==> src/rtl/pipeline_pkg.sv <==
// Shared definitions for the pipeline MEM stage: FSM state encoding and
// the default data-memory timeout.
package pipeline_pkg;

  typedef enum logic [0:0] {
    ST_IDLE   = 1'b0,
    ST_ACCESS = 1'b1
  } mem_state_e;

  localparam int unsigned TIMEOUT_DEFAULT = 15;

endpackage

==> src/rtl/mem_access.sv <==
// MEM pipeline stage: passes ALU results to MEM/WB and runs loads/stores on
// a req/ack data-memory port, stalling upstream while a transaction is open.
module mem_access
  import pipeline_pkg::*;
#(
  parameter int unsigned TIMEOUT = TIMEOUT_DEFAULT
) (
  input  logic        clk,
  input  logic        rst_n,
  input  logic        i_MemRead,
  input  logic        i_MemWrite,
  input  logic        i_MemtoReg,
  input  logic        i_RegWrite,
  input  logic [31:0] i_alu_out,
  input  logic [31:0] i_alu_b,
  input  logic [4:0]  i_dest,
  input  logic        i_flush,
  output logic        dm_req,
  output logic        dm_we,
  output logic [31:0] dm_addr,
  output logic [31:0] dm_wdata,
  input  logic [31:0] dm_rdata,
  input  logic        dm_ack,
  output logic        stall,
  output logic        o_RegWrite,
  output logic        o_MemtoReg,
  output logic [4:0]  o_dest,
  output logic [31:0] o_alu_out,
  output logic [31:0] o_rdata,
  output logic        o_err
);

  localparam int unsigned    CW       = $clog2(TIMEOUT + 1);
  localparam logic [CW-1:0]  CNT_ONE  = CW'(1);
  localparam logic [CW-1:0]  CNT_LAST = CW'(TIMEOUT - 1);

  mem_state_e    r_state;
  mem_state_e    w_next_state;
  logic [CW-1:0] r_cnt;
  logic          w_start;
  logic          w_done;
  logic          w_timeout;
  logic          w_stall;

  logic          r_dm_req;
  logic          r_dm_we;
  logic [31:0]   r_dm_addr;
  logic [31:0]   r_dm_wdata;

  logic          r_lat_rw;
  logic          r_lat_m2r;
  logic [4:0]    r_lat_dest;
  logic [31:0]   r_lat_alu;
  logic          r_lat_load;

  logic          r_rw;
  logic          r_m2r;
  logic [4:0]    r_dest;
  logic [31:0]   r_alu;
  logic [31:0]   r_rdata;
  logic          r_err;

  // A store wins when both read and write are requested.
  assign w_start   = (r_state == ST_IDLE) && (i_MemRead || i_MemWrite) && !i_flush;
  assign w_done    = (r_state == ST_ACCESS) && dm_ack;
  assign w_timeout = (r_state == ST_ACCESS) && !dm_ack && (r_cnt == CNT_LAST);

  // FSM state register
  always_ff @(posedge clk or negedge rst_n) begin
    if (!rst_n) begin
      r_state <= ST_IDLE;
    end else begin
      r_state <= w_next_state;
    end
  end

  // FSM next-state logic
  always_comb begin
    w_next_state = r_state;
    case (r_state)
      ST_IDLE:   w_next_state = w_start ? ST_ACCESS : ST_IDLE;
      ST_ACCESS: w_next_state = (w_done || w_timeout) ? ST_IDLE : ST_ACCESS;
      default:   w_next_state = ST_IDLE;
    endcase
  end

  // FSM output logic: stall rises in the same cycle a memory op is seen
  always_comb begin
    w_stall = 1'b0;
    case (r_state)
      ST_IDLE:   w_stall = w_start;
      ST_ACCESS: w_stall = 1'b1;
      default:   w_stall = 1'b0;
    endcase
  end

  assign stall = rst_n & w_stall;

  // ACCESS cycle counter, restarted on every transaction
  always_ff @(posedge clk or negedge rst_n) begin
    if (!rst_n) begin
      r_cnt <= '0;
    end else if (w_start) begin
      r_cnt <= '0;
    end else if (r_state == ST_ACCESS) begin
      r_cnt <= r_cnt + CNT_ONE;
    end
  end

  // Data-memory request registers and latched writeback controls
  always_ff @(posedge clk or negedge rst_n) begin
    if (!rst_n) begin
      r_dm_req   <= 1'b0;
      r_dm_we    <= 1'b0;
      r_dm_addr  <= 32'd0;
      r_dm_wdata <= 32'd0;
      r_lat_rw   <= 1'b0;
      r_lat_m2r  <= 1'b0;
      r_lat_dest <= 5'd0;
      r_lat_alu  <= 32'd0;
      r_lat_load <= 1'b0;
    end else if (w_start) begin
      r_dm_req   <= 1'b1;
      r_dm_we    <= i_MemWrite;
      r_dm_addr  <= i_alu_out;
      r_dm_wdata <= i_alu_b;
      r_lat_rw   <= i_RegWrite;
      r_lat_m2r  <= i_MemtoReg;
      r_lat_dest <= i_dest;
      r_lat_alu  <= i_alu_out;
      r_lat_load <= !i_MemWrite;
    end else if (w_done || w_timeout) begin
      r_dm_req <= 1'b0;
      r_dm_we  <= 1'b0;
    end
  end

  // MEM/WB output registers; a bubble clears writeback, dest and ALU result
  always_ff @(posedge clk or negedge rst_n) begin
    if (!rst_n) begin
      r_rw    <= 1'b0;
      r_m2r   <= 1'b0;
      r_dest  <= 5'd0;
      r_alu   <= 32'd0;
      r_rdata <= 32'd0;
      r_err   <= 1'b0;
    end else begin
      case (r_state)
        ST_IDLE: begin
          if (i_flush) begin
            r_rw   <= 1'b0;
            r_m2r  <= 1'b0;
            r_dest <= 5'd0;
            r_alu  <= 32'd0;
          end else if (i_MemRead || i_MemWrite) begin
            r_rw <= 1'b0;
          end else begin
            r_rw   <= i_RegWrite;
            r_m2r  <= i_MemtoReg;
            r_dest <= i_dest;
            r_alu  <= i_alu_out;
          end
        end
        ST_ACCESS: begin
          if (dm_ack) begin
            r_rw   <= r_lat_rw;
            r_m2r  <= r_lat_m2r;
            r_dest <= r_lat_dest;
            r_alu  <= r_lat_alu;
            if (r_lat_load) begin
              r_rdata <= dm_rdata;
            end
          end else if (w_timeout) begin
            r_rw   <= 1'b0;
            r_m2r  <= 1'b0;
            r_dest <= 5'd0;
            r_alu  <= 32'd0;
            r_err  <= 1'b1;
          end else begin
            r_rw <= 1'b0;
          end
        end
        default: r_rw <= 1'b0;
      endcase
    end
  end

  assign dm_req     = r_dm_req;
  assign dm_we      = r_dm_we;
  assign dm_addr    = r_dm_addr;
  assign dm_wdata   = r_dm_wdata;
  assign o_RegWrite = r_rw;
  assign o_MemtoReg = r_m2r;
  assign o_dest     = r_dest;
  assign o_alu_out  = r_alu;
  assign o_rdata    = r_rdata;
  assign o_err      = r_err;

endmodule

==> config.mk <==
export PLATFORM = sky130hd
export DESIGN_NAME = mem_access
export DESIGN_NICKNAME = d
export VERILOG_FILES = /design/src/rtl/pipeline_pkg.sv /design/src/rtl/mem_access.sv
export SDC_FILE = /design/constraint.sdc
export NUM_CORES = 1
export LEC_CHECK = 0
export CAP_MARGIN = 20
export CORE_UTILIZATION = 43
export DETAILED_ROUTE_END_ITERATION = 8
export GPL_TIMING_DRIVEN = 0
export PLACE_DENSITY = 0.84
export SLEW_MARGIN = 5
export SYNTH_ARGS = -nofsm -noshare
export SYNTH_HDL_FRONTEND = slang
export SYNTH_SLANG_ARGS = --single-unit
==> constraint.sdc <==
create_clock -name clk -period 2.33 [get_ports clk]
set_input_delay 0.233 -clock clk [delete_from_list [all_inputs] [get_ports clk]]
set_output_delay 0.233 -clock clk [all_outputs]
set_load 0.02 [all_outputs]
==> flow_metrics.tcl, run 1 <==
set metrics [dict create \
    slew_headroom 0.5143 \
    cts_buffers 17 \
    p_leak_nw 4.047 \
    htree_levels 4 \
    n_antenna_cell 0 \
    endpoint_kind "output pin" \
    io_buffers 247 \
    drv_slew 0 \
    clkTransAtPathRegs_ns 0.06 \
    crit_fanout 15 \
    ys.flop_type "dfrtp_1" \
    outcome "finished, violations left" \
    synthToLayoutAreaGrowth_pct 54.76 \
    layout_min_cycle_time_ns 2.138 \
    r2r_slack_ns 0.42 \
    die_h_um 120.7 \
    finClkSkew_ns 0.004648 \
    min_path_type "in -> async" \
    worstPathArrival_ns 1.90 \
    synth-edff-count 0 \
    drc 0 \
    yosys.area.top_type_share 0.6233 \
    start_util 0.4384 \
    grt_pass1_wl_um 24080 \
    yosys_warnings 0 \
    synth_nets 500 \
    synth_most_common_cell "dfrtp_1" \
    yosysTopAreaCell "dfrtp_1" \
    postRouteWirelength_um 15000 \
    fill_cells 994 \
    clock.fmax_mhz 467.7 \
    wl_per_cell_um 17.71 \
    hold_violations 75 \
    routed_via_density 5.024 \
    num_io_pins 248 \
    drtAntennaViolNets 0 \
    fin_hold_ws_ns -0.1521 \
    ys_top_cells_by_count "dfrtp_1 (151), mux2_2 (122), a22o_1 (36)" \
    r2r_end "o_alu_out[23]$_DFFE_PN0P_" \
    drive_above_1_share 0.2669 \
    grt_pass1_vias 4687 \
    ir_drop_mv 0.5443 \
    r2r_cells 7 \
    dp_slack_ns -0.3069 \
    dp_hpwl_um 10930 \
    clk_path_buf_depth 2 \
    gp_congestion 0.7364 \
    grt_max_degree 78 \
    regArea_um2 3779 \
    syn_area_um2 6062 \
    cts_root_buffer "clkbuf_16" \
    ys_seq_area_frac 0.6233 \
    period_share 0.9176 \
    violations "negative hold slack" \
    power.density_nw_per_um2 1098 \
    worst_pin_slew_ns 0.7284 \
    drt_first_pass_iters 4 \
    cts_sinks 151 \
    grt_usage 0.2178 \
    grt_antenna_before_repair 0 \
    avgSynthCellArea_um2 15.58 \
    fp.dieW_um 120.7 \
    multi_input_area_um2 2151 \
    rsz0062_at_grt "false" \
    grt_overflow 0 \
    async_reset_ff_frac 1.000 \
    vias 4255 \
    synth-seq-cells 151 \
    drv_cap 0 \
    startpoint_type "register" \
    postLayoutSetupSlackWorst_ns 0.1921 \
    synthTopCellsByArea "dfrtp_1 (62%), mux2_2 (23%), a22o_1 (5.2%)" \
    timing.rr.start "r_cnt[0]$_DFFE_PN0P_" \
    required_ns 2.10 \
    postCtsSetupBuffers 0 \
    initialDrtViolationCount 162 \
    syn_inst 389 \
    fp-row-count 43 \
    cts_tree "done" \
    crit_type "reg -> out" \
    ys_types 31 \
    final-setup-viol-count 0 \
    clock_latency_ns 0.41 \
    fin_util 0.6785 \
    final_net_count 766 \
    core-area_um2 13830 \
    die-area_um2 14580 \
]
[cells by family (layout without fill, tap and decap cells)]
| kind of cell | after synthesis | count (layout) | share of synthesized area |
|---|---|---|---|
| AOI/OAI and AO/OA | 48 | 48 | 0.06667 |
| muxes | 142 | 142 | 0.2634 |
| xor gates and xnor gates | 3 | 3 | 0.004335 |
| adders and majority gates | 2 | 2 | 0.004127 |
| and+or+nand+nor | 15 | 15 | 0.01486 |
| DFF | 151 | 151 | 0.6233 |
| buffers and inverters | 28 | 306 | 0.02332 |
[worst max-delay path by stage]
stage | from | endpoint | slack [ns] | cells past startpoint
5_1_grt | r_state$_DFF_PN0_ | stall | 0.05 | 5
6_report | r_state$_DFF_PN0_ | stall | 0.19 | 5
4_1_cts | r_state$_DFF_PN0_ | stall | 0.07 | 6
2_1_floorplan | r_state$_DFF_PN0_ | stall | 0.57 | 5
3_5_place_dp | i_flush | stall | -0.31 | 6
3_3_place_gp | rst_n | dm_wdata[5]$_DFFE_PN0P_ | -4.71 | 1
[sequential cells by signal (all words and copies together), names as in the netlist, 4 cells and up]
signal      flops
dm_wdata       32
o_alu_out      32
o_rdata        32
r_lat_alu      32
o_dest          5
r_lat_dest      5
r_cnt           4
[critical path, cell delays in order (launching register included)]
cell and delay, ns:
dfrtp_1 0.39, buf_4 0.19, nor2_4 0.13, o21ai_2 0.23, a21boi_0 0.25, clkdlybuf4s15_2 0.30
[final cells by class]
cell class / count / share of cell area
Tap cell: 180 / 0.02401
Inverter: 5 / 0.002001
Clock inverter: 10 / 0.01360
Multi-Input combinational cell: 210 / 0.2293
Sequential cell: 151 / 0.4028
Buffer: 22 / 0.01254
Timing Repair Buffer: 248 / 0.2667
Clock buffer: 21 / 0.04908
[layer usage]
| metal | vias up | track usage | share of wire |
|---|---|---|---|
| li1 | 1947 | - | - |
| met1 | 2131 | 0.2570 | 0.40 |
| met2 | 154 | 0.3743 | 0.52 |
| met3 | 23 | 0.06179 | 0.059 |
| met4 | 0 | 0.08565 | 0.022 |
| met5 | - | 0 | 0 |
[cells in the final DEF (no fill, tap or decap), types with 2 or more instances in the layout]
cell type / count
clkdlybuf4s50_1: 245
dfrtp_1: 151
mux2_2: 122
a22o_1: 36
mux2_1: 18
clkbuf_16: 17
buf_2: 16
clkinv_2: 6
inv_1: 5
clkbuf_1: 5
nor2_1: 4
bufinv_16: 3
buf_4: 2
and2_1: 2
a32o_1: 2
nand2_1: 2
xor2_1: 2
o21ai_0: 2
mux2i_1: 2
buf_6: 2
a21o_1: 2
ha_1: 2
clkbuf_8: 2
[stage by stage]
step	total power, mW	cells	area (um^2)	TNS, ns
final	10.30	847	9382	0
after global routing	10.80	847	9382	0
after CTS	10.42	848	9387	0
after detailed placement	7.646	817	8788	-0.3069
after global placement	7.502	816	8760	-714.29
after floorplan	5.653	389	6062	0
[power by group]
group | internal, mW | switching (mW)
sequential | 3.38 | 0.442
clock | 1.72 | 1.00
combinational | 2.02 | 1.73
total | 7.13 | 3.17
[timing repair]
| item | CTS | global route |
|---|---|---|
| setup endpoints to repair | 1 | 1 |
| gates resized for setup | 6 | 0 |
| hold endpoints to repair | 75 | 75 |
Power figures use the tool's default switching activity.
==> inputs of run 2 (changes only) <==
Settings changed: RECOVER_POWER set to 25, TNS_END_PERCENT set to 10.
==> results of run 2 <==
Same layout as run 1: the final DEF is identical, and so are final timing and power.
